**config.mk**
```make
export PLATFORM = sky130hd
export DESIGN_NAME = probe_message_decoder
export DESIGN_NICKNAME = d
export VERILOG_FILES = /design/src/rtl/probe_message_decoder.sv
export SDC_FILE = /design/constraint.sdc
export NUM_CORES = 1
export LEC_CHECK = 0
export ABC_AREA = 0
export CORE_MARGIN = 2
export CORE_UTILIZATION = 35
export DETAILED_ROUTE_END_ITERATION = 16
export GPL_TIMING_DRIVEN = 0
export HOLD_SLACK_MARGIN = 0.08
export SYNTH_ARGS = -nofsm -noshare
export SYNTH_HDL_FRONTEND = slang
export SYNTH_SLANG_ARGS = --single-unit
export TNS_END_PERCENT = 1
```
**constraint.sdc**
```tcl
create_clock -name clk_in -period 3.4 [get_ports clk_in]
set_clock_uncertainty 0.15 [all_clocks]
set_input_delay 0.85 -clock clk_in [delete_from_list [all_inputs] [get_ports clk_in]]
set_output_delay 0.85 -clock clk_in [all_outputs]
set_load 0.02 [all_outputs]
```
**src/rtl/probe_message_decoder.sv**
```systemverilog
// probe_message_decoder
//
// Reassembles the LSB-first probe trace byte stream into messages of 2, 3, 6
// or 7 bytes and presents each decoded message as one event on a valid/ready
// port, together with a running 32-bit absolute timestamp.
//
// Message layout, in stream order:
//   bytes 0-1 : header    [15:2] cycle_delay, [1] a_en, [0] b_en
//   bytes 2-5 : checkpoint A (only when a_en) [31:26] id, [25:23] channel,
//               [22:1] addr, [0] wen
//   last byte : checkpoint B (only when b_en) [7:6] must be 0, [5:0] id
//
// Ports:
//   clk_in, rst_in            clock, synchronous active-high reset
//   byte_in, byte_valid_in    incoming stream byte and its valid
//   byte_ready_out            high in every collect state, low while an event
//                             waits in OUT
//   evt_valid_out             event held on the evt_* outputs
//   evt_ready_in              consumer accepts the event
//   evt_timestamp_out         timestamp including this message's delay
//   evt_delay_out             header cycle_delay
//   evt_a_*_out, evt_b_*_out  checkpoint fields, zero when absent
//   err_out                   one-cycle pulse on OUT entry for a malformed
//                             message (delay of zero or B byte [7:6] != 0)
//
// Handshakes: a byte moves on a cycle with byte_valid_in && byte_ready_out;
// an event moves on a cycle with evt_valid_out && evt_ready_in. Fields stay
// constant while evt_valid_out is high and the event has not been taken.
//
// Build option PROBE_DECODE_HEARTBEAT_EN: when defined, heartbeat messages
// (a_en = b_en = 0) are emitted as events; when undefined they only advance
// the timestamp and the decoder goes straight back to HDR0.

module probe_message_decoder (
    input  logic        clk_in,
    input  logic        rst_in,
    input  logic [7:0]  byte_in,
    input  logic        byte_valid_in,
    output logic        byte_ready_out,
    output logic        evt_valid_out,
    input  logic        evt_ready_in,
    output logic [31:0] evt_timestamp_out,
    output logic [13:0] evt_delay_out,
    output logic        evt_a_en_out,
    output logic [5:0]  evt_a_id_out,
    output logic [2:0]  evt_a_channel_out,
    output logic [21:0] evt_a_addr_out,
    output logic        evt_a_wen_out,
    output logic        evt_b_en_out,
    output logic [5:0]  evt_b_id_out,
    output logic        err_out
);

    typedef enum logic [2:0] {
        S_HDR0 = 3'd0,
        S_HDR1 = 3'd1,
        S_A    = 3'd2,
        S_B    = 3'd3,
        S_OUT  = 3'd4
    } state_e;

    state_e      state_q, state_d;
    logic [15:0] hdr_q, hdr_d;
    logic [31:0] a_q, a_d;
    logic [1:0]  idx_q, idx_d;
    logic [31:0] ts_q, ts_d;

    logic [13:0] delay_q, delay_d;
    logic        a_en_q, a_en_d;
    logic [5:0]  a_id_q, a_id_d;
    logic [2:0]  a_ch_q, a_ch_d;
    logic [21:0] a_addr_q, a_addr_d;
    logic        a_wen_q, a_wen_d;
    logic        b_en_q, b_en_d;
    logic [5:0]  b_id_q, b_id_d;
    logic        err_q, err_d;

    // Header and checkpoint A as seen on the cycle that completes them: the
    // byte arriving now is merged with the bytes already stored.
    logic [15:0] msg_hdr;
    logic [31:0] msg_a;
    logic        finish;  // final byte of a message accepted this cycle
    logic        emit;    // that message produces an event

    always_comb begin
        state_d  = state_q;
        hdr_d    = hdr_q;
        a_d      = a_q;
        idx_d    = idx_q;
        ts_d     = ts_q;
        delay_d  = delay_q;
        a_en_d   = a_en_q;
        a_id_d   = a_id_q;
        a_ch_d   = a_ch_q;
        a_addr_d = a_addr_q;
        a_wen_d  = a_wen_q;
        b_en_d   = b_en_q;
        b_id_d   = b_id_q;
        err_d    = 1'b0;
        finish   = 1'b0;
        emit     = 1'b0;

        msg_hdr = (state_q == S_HDR1) ? {byte_in, hdr_q[7:0]} : hdr_q;
        msg_a   = (state_q == S_A) ? {byte_in, a_q[23:0]} : a_q;

        case (state_q)
            S_HDR0: begin
                if (byte_valid_in) begin
                    hdr_d[7:0] = byte_in;
                    state_d    = S_HDR1;
                end
            end
            S_HDR1: begin
                if (byte_valid_in) begin
                    hdr_d[15:8] = byte_in;
                    if (msg_hdr[1]) begin
                        idx_d   = 2'd0;
                        state_d = S_A;
                    end else if (msg_hdr[0]) begin
                        state_d = S_B;
                    end else begin
                        finish = 1'b1;
`ifdef PROBE_DECODE_HEARTBEAT_EN
                        emit    = 1'b1;
                        state_d = S_OUT;
`else
                        state_d = S_HDR0;
`endif
                    end
                end
            end
            S_A: begin
                if (byte_valid_in) begin
                    a_d[{idx_q, 3'b000} +: 8] = byte_in;
                    idx_d = idx_q + 2'd1;
                    if (idx_q == 2'd3) begin
                        if (hdr_q[0]) begin
                            state_d = S_B;
                        end else begin
                            finish  = 1'b1;
                            emit    = 1'b1;
                            state_d = S_OUT;
                        end
                    end
                end
            end
            S_B: begin
                if (byte_valid_in) begin
                    finish  = 1'b1;
                    emit    = 1'b1;
                    state_d = S_OUT;
                end
            end
            S_OUT: begin
                if (evt_ready_in) begin
                    state_d = S_HDR0;
                end
            end
            default: begin
                state_d = S_HDR0;
            end
        endcase

        if (finish) begin
            ts_d = ts_q + {18'd0, msg_hdr[15:2]};
        end

        if (emit) begin
            delay_d  = msg_hdr[15:2];
            a_en_d   = msg_hdr[1];
            a_id_d   = msg_hdr[1] ? msg_a[31:26] : 6'd0;
            a_ch_d   = msg_hdr[1] ? msg_a[25:23] : 3'd0;
            a_addr_d = msg_hdr[1] ? msg_a[22:1] : 22'd0;
            a_wen_d  = msg_hdr[1] & msg_a[0];
            b_en_d   = msg_hdr[0];
            // With b_en set the emitting byte is always the B byte.
            b_id_d   = msg_hdr[0] ? byte_in[5:0] : 6'd0;
            err_d    = (msg_hdr[15:2] == 14'd0) ||
                       (msg_hdr[0] && (byte_in[7:6] != 2'b00));
        end
    end

    always_ff @(posedge clk_in) begin
        if (rst_in) begin
            state_q  <= S_HDR0;
            hdr_q    <= 16'd0;
            a_q      <= 32'd0;
            idx_q    <= 2'd0;
            ts_q     <= 32'd0;
            delay_q  <= 14'd0;
            a_en_q   <= 1'b0;
            a_id_q   <= 6'd0;
            a_ch_q   <= 3'd0;
            a_addr_q <= 22'd0;
            a_wen_q  <= 1'b0;
            b_en_q   <= 1'b0;
            b_id_q   <= 6'd0;
            err_q    <= 1'b0;
        end else begin
            state_q  <= state_d;
            hdr_q    <= hdr_d;
            a_q      <= a_d;
            idx_q    <= idx_d;
            ts_q     <= ts_d;
            delay_q  <= delay_d;
            a_en_q   <= a_en_d;
            a_id_q   <= a_id_d;
            a_ch_q   <= a_ch_d;
            a_addr_q <= a_addr_d;
            a_wen_q  <= a_wen_d;
            b_en_q   <= b_en_d;
            b_id_q   <= b_id_d;
            err_q    <= err_d;
        end
    end

    assign byte_ready_out    = (state_q != S_OUT);
    assign evt_valid_out     = (state_q == S_OUT);
    // ts_q only moves on a final byte, which cannot happen while in OUT, so
    // it doubles as the registered event timestamp.
    assign evt_timestamp_out = ts_q;
    assign evt_delay_out     = delay_q;
    assign evt_a_en_out      = a_en_q;
    assign evt_a_id_out      = a_id_q;
    assign evt_a_channel_out = a_ch_q;
    assign evt_a_addr_out    = a_addr_q;
    assign evt_a_wen_out     = a_wen_q;
    assign evt_b_en_out      = b_en_q;
    assign evt_b_id_out      = b_id_q;
    assign err_out           = err_q;

endmodule

```
==> flow_metrics.py, run 1 <==
metrics = {
    "timing": {
        "min_period_ns": 3.290,
        "setup_viol": 0,
        "timing.final.crit_share_pct": 96.77,
        "hold_viol": 0,
        "maxSlewHeadroom_pct": 29.48,
        "worstMarginPinSlew_ns": 1.056,
        "fmax_mhz": 303.9,
        "hold_slack_ns": 0.2994,
        "slew_viol_final": 0,
        "worst_slack_ns": 0.1097,
    },
    "synth": {
        "synth_edf_count": 0,
        "yosysWarnings": 0,
        "synth_area_um2": 6375,
        "syn_nets": 837,
        "yosysMostFrequentCell": "nand2_1",
        "synth.largest_area_cell": "dfxtp_1",
        "yosysSeqAreaShare_pct": 43.96,
        "netlist_top_cells_area": "dfxtp_1 44%, a21oi_1 10%, nand2_1 8.7%",
        "synthArstFlopShare_pct": 0,
        "netlist_instances": 804,
        "yosys.cell_types.count": 55,
        "synth_top_area_share_pct": 43.96,
        "synth_ff_type": "dfxtp_1",
        "syn_avg_cell_area_um2": 7.929,
        "synth_common_cells": "147 x nand2_1, 140 x dfxtp_1, 128 x a21oi_1, 75 x nand3_1, 48 x nor2_1",
        "ys_ff_latch": 140,
    },
    "worst_setup_path": {
        "required_ns": 3.61,
        "crit_path_top_delay_cell": "or4_1",
        "startpoint_type": "register",
        "cp.arrival_ns": 3.50,
        "crit_type": "register to register",
        "cp_top_family": "simple AND/OR/NAND/NOR gates",
        "max_stage_delay_ns": 0.44,
        "critPathMaxFanout": 10,
        "critPathCaptureType": "register",
        "crit_chain": "buf_2 > nor3b_4 > buf_8 > mux2i_4 > inv_1 > ha_4 > and3_4 > nand3_2 > a211oi_4 > o21ai_4 > or4_1 > a21oi_2",
        "cp_num_buf_inv": 3,
    },
    "die": {
        "core_area_um2": 17900,
        "die_y_um": 139.0,
        "ios": 101,
        "num_rows": 49,
        "dieArea_um2": 19310,
        "start_util_pct": 35.61,
        "die_w_um": 139.0,
    },
    "grt": {
        "grt_max_degree": 17,
        "grt_pass1_vias": 5556,
        "grt.overflow.total": 0,
        "grt.total_usage_pct": 19.60,
        "antenna_found_initial": 0,
        "grt_first_pass_wirelength_mm": 30.21,
    },
    "place": {
        "post-place-ws_ns": -0.7098,
        "port_buffers": 91,
        "place_hpwl_mm": 13.46,
        "gp_congestion": 0.8733,
    },
    "routing": {
        "routedWlPerCell_um": 16.86,
        "drt_pass1_iterations": 5,
        "via_count": 6092,
        "ant_nets": 0,
        "route.detailed.drc": 0,
        "totalWireLength_mm": 19.52,
        "via_per_inst": 5.261,
        "drtIter0Drc": 323,
    },
    "power": {
        "ir_drop_mv": 0.3714,
        "p_int_uw": 2875,
        "seq_power_share_pct": 43.5,
        "p_per_area_nw_per_um2": 456.3,
        "p_clk_share_pct": 49.0,
        "pwr-share-comb_pct": 7.5,
        "p_leak_uw": 0.002874,
        "p_sw_uw": 981.9,
        "p_sw_share_pct": 25.46,
    },
    "layout": {
        "nets": 949,
        "syn_to_final_growth_pct": 32.60,
        "drive_above_1_share_pct": 8.611,
        "antenna_cells": 0,
    },
    "clock_network": {
        "clock_latency_ns": 0.43,
        "cts_root_buffer": "clkbuf_16",
        "cts.reportedPaths.clkPinSlew_ns": 0.06,
        "cts.sinks": 140,
        "tritoncts": "built",
        "cts_htree_levels": 4,
        "cts_max_path_buffers": 2,
        "cts_made_buffers": 17,
    },
    "run_status": {
        "status": "complete, no violations",
    },
    "job": {
        "drv_cap": 0,
    },
    "worst_hold_path": {
        "hp-class": "register to register",
    },
}
## power groups by stage
| stage | Sequential [uW] | Clock [uW] | Combinational (uW) |
|---|---|---|---|
| after floorplan | 1710 | 0 | 164 |
| after global placement | 1710 | 0 | 250 |
| after detailed placement | 1710 | 0 | 250 |
| after CTS | 1680 | 1910 | 253 |
| after global routing | 1680 | 1990 | 313 |
| final | 1680 | 1890 | 288 |
## metrics by stage
stage | area, um2 | util, % | TNS [ns] | std cells | total power (uW)
after floorplan | 6376 | - | 0 | 804 | 1874
after global placement | 7574 | 42.31 | -6.821 | 1124 | 1961
after detailed placement | 7574 | 42.31 | -6.315 | 1124 | 1961
after CTS | 8203 | 45.82 | 0 | 1154 | 3842
after global routing | 8453 | 47.22 | -0.1978 | 1158 | 3980
final | 8453 | 47.22 | 0 | 1158 | 3857
## cell type report
class | instances | area, um2
clock buffers | 18 | 439.2
flip-flops and latches | 140 | 2804
inverters | 19 | 71.32
fillers | 1787 | 9449
plain buffers | 56 | 239.0
repair buffers | 95 | 953.4
multi-input cells | 587 | 3497
well taps | 229 | 286.5
clock inverters | 14 | 162.7
## worst paths after layout
check / startpoint / to / slack [ns] / cells past startpoint
max: state_q[1] / evt_timestamp_out[26] / 0.11 / 12
min: a_q[27] / a_q[27] / 0.30 / 2
max reg2reg: state_q[1] / evt_timestamp_out[26] / 0.11 / 12
min reg2reg: a_q[27] / a_q[27] / 0.30 / 2
## repair_timing
action                     in CTS  in global routing
gates cloned                    0                  1
hold buffers                    0                  0
setup endpoints to repair      17                 18
pin swaps                       1                  5
resized for setup               9                 37
buffers inserted                0                  4
## sequential cells by signal, indices dropped and copies added, names as in the netlist
name	count
evt_a_en_out	1
evt_delay_out	14
evt_b_id_out	6
evt_timestamp_out	32
evt_a_channel_out	3
idx_q	2
err_out	1
evt_a_wen_out	1
evt_a_id_out	6
evt_a_addr_out	22
hdr_q	16
state_q	3
evt_b_en_out	1
a_q	32
## cells by family after synthesis
| kind of cell | share of synthesized area [%] |
|---|---|
| simple gates | 23.26 |
| mux | 2.846 |
| fa+ha+maj | 4.239 |
| compound gates | 19.04 |
| buf+inv | 4.868 |
| flops | 43.96 |
| xor+xnor | 1.786 |
## layout by cell type (no fill, tap or decap), types with 4 or more instances in the layout
cell type / netlist / final
nor3b_1: 5 / 4
a21oi_1: 128 / 126
o21ai_0: 18 / 17
buf_1: 8 / 6
mux2i_4: 0 / 5
dfxtp_1: 140 / 139
o31ai_1: 8 / 7
xnor2_1: 9 / 9
a21o_1: 7 / 6
ha_1: 20 / 13
clkbuf_16: 0 / 17
clkdlybuf4s50_1: 0 / 91
ha_4: 0 / 6
nand2_1: 147 / 146
o2111ai_1: 4 / 4
mux2i_1: 17 / 10
a211oi_1: 14 / 13
clkinv_4: 0 / 6
clkbuf_1: 44 / 42
or3_1: 5 / 5
xor2_1: 4 / 4
buf_4: 1 / 4
inv_1: 19 / 19
nor2_1: 48 / 48
o21a_1: 6 / 6
or4_1: 7 / 7
and3_1: 13 / 12
nor3_1: 9 / 8
nand3_1: 75 / 73
## worst register-to-register path: stages, from the launching register on
cell and delay, ns:
dfxtp_1 0.29, buf_2 0.17, nor3b_4 0.22, buf_8 0.21, mux2i_4 0.29, inv_1 0.11
ha_4 0.31, and3_4 0.20, nand3_2 0.13, a211oi_4 0.43, o21ai_4 0.14, or4_1 0.44
a21oi_2 0.14
## routing by layer
layer / routed length, um / vias up / global-route usage [%]
met5: 0 / - / 0
met4: 465 / 0 / 7.815
met3: 749 / 31 / 3.557
met2: 8930 / 139 / 30.44
met1: 9373 / 2880 / 27.03
li1: - / 3042 / -
Note: power is estimated with default switching activity, not from simulation.
==> run 2: changes to the inputs <==
--- a/config.mk
+++ b/config.mk
@@ -8,6 +8,7 @@
 export ABC_AREA = 0
 export CORE_MARGIN = 2
 export CORE_UTILIZATION = 35
+export CTS_CLUSTER_DIAMETER = 30
 export DETAILED_ROUTE_END_ITERATION = 16
 export GPL_TIMING_DRIVEN = 0
 export HOLD_SLACK_MARGIN = 0.08
==> results of run 2 <==
Final layout, timing and power as in run 1 (identical DEF).
==> run 3: changes to the inputs <==
--- a/config.mk
+++ b/config.mk
@@ -10,8 +10,10 @@
 export CORE_UTILIZATION = 35
 export CTS_CLUSTER_DIAMETER = 30
 export DETAILED_ROUTE_END_ITERATION = 16
+export DONT_BUFFER_PORTS = 1
 export GPL_TIMING_DRIVEN = 0
 export HOLD_SLACK_MARGIN = 0.08
+export SKIP_CTS_REPAIR_TIMING = 1
 export SYNTH_ARGS = -nofsm -noshare
 export SYNTH_HDL_FRONTEND = slang
 export SYNTH_SLANG_ARGS = --single-unit
==> constraint.sdc (replaced) <==
create_clock -name clk_in -period 3.4 [get_ports clk_in]
set_clock_uncertainty 0.15 [all_clocks]
set_input_delay 0.34 -clock clk_in [delete_from_list [all_inputs] [get_ports clk_in]]
set_output_delay 0.34 -clock clk_in [all_outputs]
set_load 0.02 [all_outputs]
==> run 3 against run 2 <==
Effect of this change: utilization decreased by 5.5 points; cell area shrank 12%; final cell count decreased by 7.9%; count of clock-buffer cells in the layout increased by 2; register-to-register slack got worse by 0.02 ns; sequential cell count did not move; worst setup slack lost 0.022 ns; first-iteration DRC count rose by 50%; sequential share of layout area is 4.4 points higher; critical path depth unchanged; largest cell class unchanged.
==> flow_metrics.py, run 3 (synthesized netlist as in run 1, its figures left out) <==
metrics = {
    "layout": {
        "nets": 858,
        "syn_to_final_growth_pct": 17.08,
        "layout_common_cells": "147 x nand2_1, 139 x dfxtp_1, 127 x a21oi_1",
        "fillers": 1877,
        "final_common_cell": "nand2_1",
        "drive_above_1_share_pct": 8.353,
        "final_util_pct": 41.69,
        "antenna_cells": 0,
    },
    "clock_network": {
        "cts_made_buffers": 17,
        "cts_max_path_buffers": 2,
        "cts.reportedPaths.clkPinSlew_ns": 0.06,
        "clock_latency_ns": 0.43,
        "tritoncts": "built",
        "cts_root_buffer": "clkbuf_16",
        "cts_htree_levels": 4,
        "cts.sinks": 140,
    },
    "routing": {
        "drtIter0Drc": 486,
        "via_count": 5760,
        "totalWireLength_mm": 19.06,
        "via_per_inst": 5.398,
        "ant_nets": 0,
        "drt_pass1_iterations": 5,
        "routedWlPerCell_um": 17.87,
        "route.detailed.drc": 0,
    },
    "grt": {
        "grt_max_degree": 17,
        "grt.overflow.total": 0,
        "grt.total_usage_pct": 19.13,
        "antenna_found_initial": 0,
        "grt_pass1_vias": 5243,
        "grt_first_pass_wirelength_mm": 29.32,
    },
    "worst_setup_path": {
        "max_stage_delay_ns": 0.43,
        "crit_path_top_delay_cell": "or4_1",
        "startpoint_type": "register",
        "crit_chain": "buf_2 > nor3b_2 > buf_2 > mux2i_4 > inv_1 > ha_1 > and3_1 > nand3_1 > a211oi_4 > o21ai_4 > or4_1 > a21oi_1",
        "required_ns": 3.61,
        "crit_path_start": "state_q[1]",
        "critPathMaxFanout": 10,
        "r2r-start": "state_q[1]",
        "crit_type": "register to register",
        "rrSetupSlack_ns": 0.09,
        "r2r_cells": 12,
        "rr_endpoint": "evt_timestamp_out[26]",
        "critPathCapture": "evt_timestamp_out[26]",
        "cp.arrival_ns": 3.52,
        "crit_top_cell": "buf_2",
        "critPathCaptureType": "register",
    },
    "place": {
        "place_hpwl_mm": 13.26,
        "port_buffers": 0,
        "gp_congestion": 0.8729,
    },
    "timing": {
        "min_period_ns": 3.312,
        "timing.final.crit_share_pct": 97.41,
        "worstMarginPinSlew_ns": 1.062,
        "setup_viol": 0,
        "slew_viol_final": 0,
        "hold_viol": 0,
        "rsz0062_at_grt": "yes",
        "maxSlewHeadroom_pct": 29.05,
        "hold_slack_ns": 0.2098,
        "fmax_mhz": 301.9,
        "tns_ns": 0,
    },
    "die": {
        "start_util_pct": 35.61,
        "core_area_um2": 17900,
        "die_y_um": 139.0,
        "dieArea_um2": 19310,
        "num_rows": 49,
        "die_w_um": 139.0,
        "ios": 101,
    },
    "power": {
        "p_per_area_nw_per_um2": 537.5,
        "ir_drop_mv": 0.3484,
        "p_leak_uw": 0.002580,
    },
    "worst_hold_path": {
        "hp-class": "primary input to register",
    },
    "run_status": {
        "status": "complete, no violations",
    },
    "job": {
        "drv_cap": 0,
    },
}
## run 3: layout make-up
type	instances	area [um2]	area share, %
Clock buffer	20	446.7	5.985
Clock inverter	12	210.2	2.816
Sequential cell	140	2804	37.57
Multi-Input combinational cell	586	3376	45.23
Buffer	56	231.5	3.101
Tap cell	229	286.5	3.839
Inverter	19	71.32	0.9556
Timing Repair Buffer	5	37.54	0.5029
## run 3: how the worst min path moves through the flow
stage	cells past startpoint	start	to
after floorplan	2	a_q[24]	a_q[24]
after global placement	2	a_q[26]	a_q[26]
after detailed placement	2	a_q[19]	a_q[19]
after CTS	2	evt_ready_in	state_q[2]
after global routing	4	byte_valid_in	hdr_q[9]
final	4	evt_ready_in	state_q[1]
## run 3: power by group
part | leakage [uW] | internal (uW) | total, uW | switching [uW]
clock network | 0.000309 | 1330 | 2080 | 750
registers | 0.00113 | 1660 | 1680 | 26.8
logic | 0.00114 | 77.5 | 246 | 168
total | 0.00258 | 3070 | 4010 | 945
## run 3: critical path: cells and delay by family (launching register included)
| kind | cells | cell delay (ns) |
|---|---|---|
| simple gates | 4 | 1.02 |
| compound gates | 3 | 0.62 |
| buf+inv | 3 | 0.49 |
| fa+ha+maj | 1 | 0.38 |
| mux | 1 | 0.30 |
| flops | 1 | 0.29 |
## run 3: through the flow
step	total power, uW	cells	setup slack (ns)	instance area [um2]
6_report	4011	1067	0.08794	7463
2_1_floorplan	1874	804	0.008853	6376
5_1_grt	4134	1067	-0.07588	7463
4_1_cts	4013	1065	-0.7355	7320
3_3_place_gp	1946	1033	-0.7015	6663
3_5_place_dp	1947	1033	-0.6891	6663
## run 3: layer usage
metal / up-vias / GRT usage (%) / routed length, um
met5: - / 0 / 0
met4: 0 / 6.539 / 448
met3: 34 / 6.008 / 1413
met2: 154 / 30.13 / 8736
met1: 2722 / 24.90 / 8463
li1: 2850 / - / -
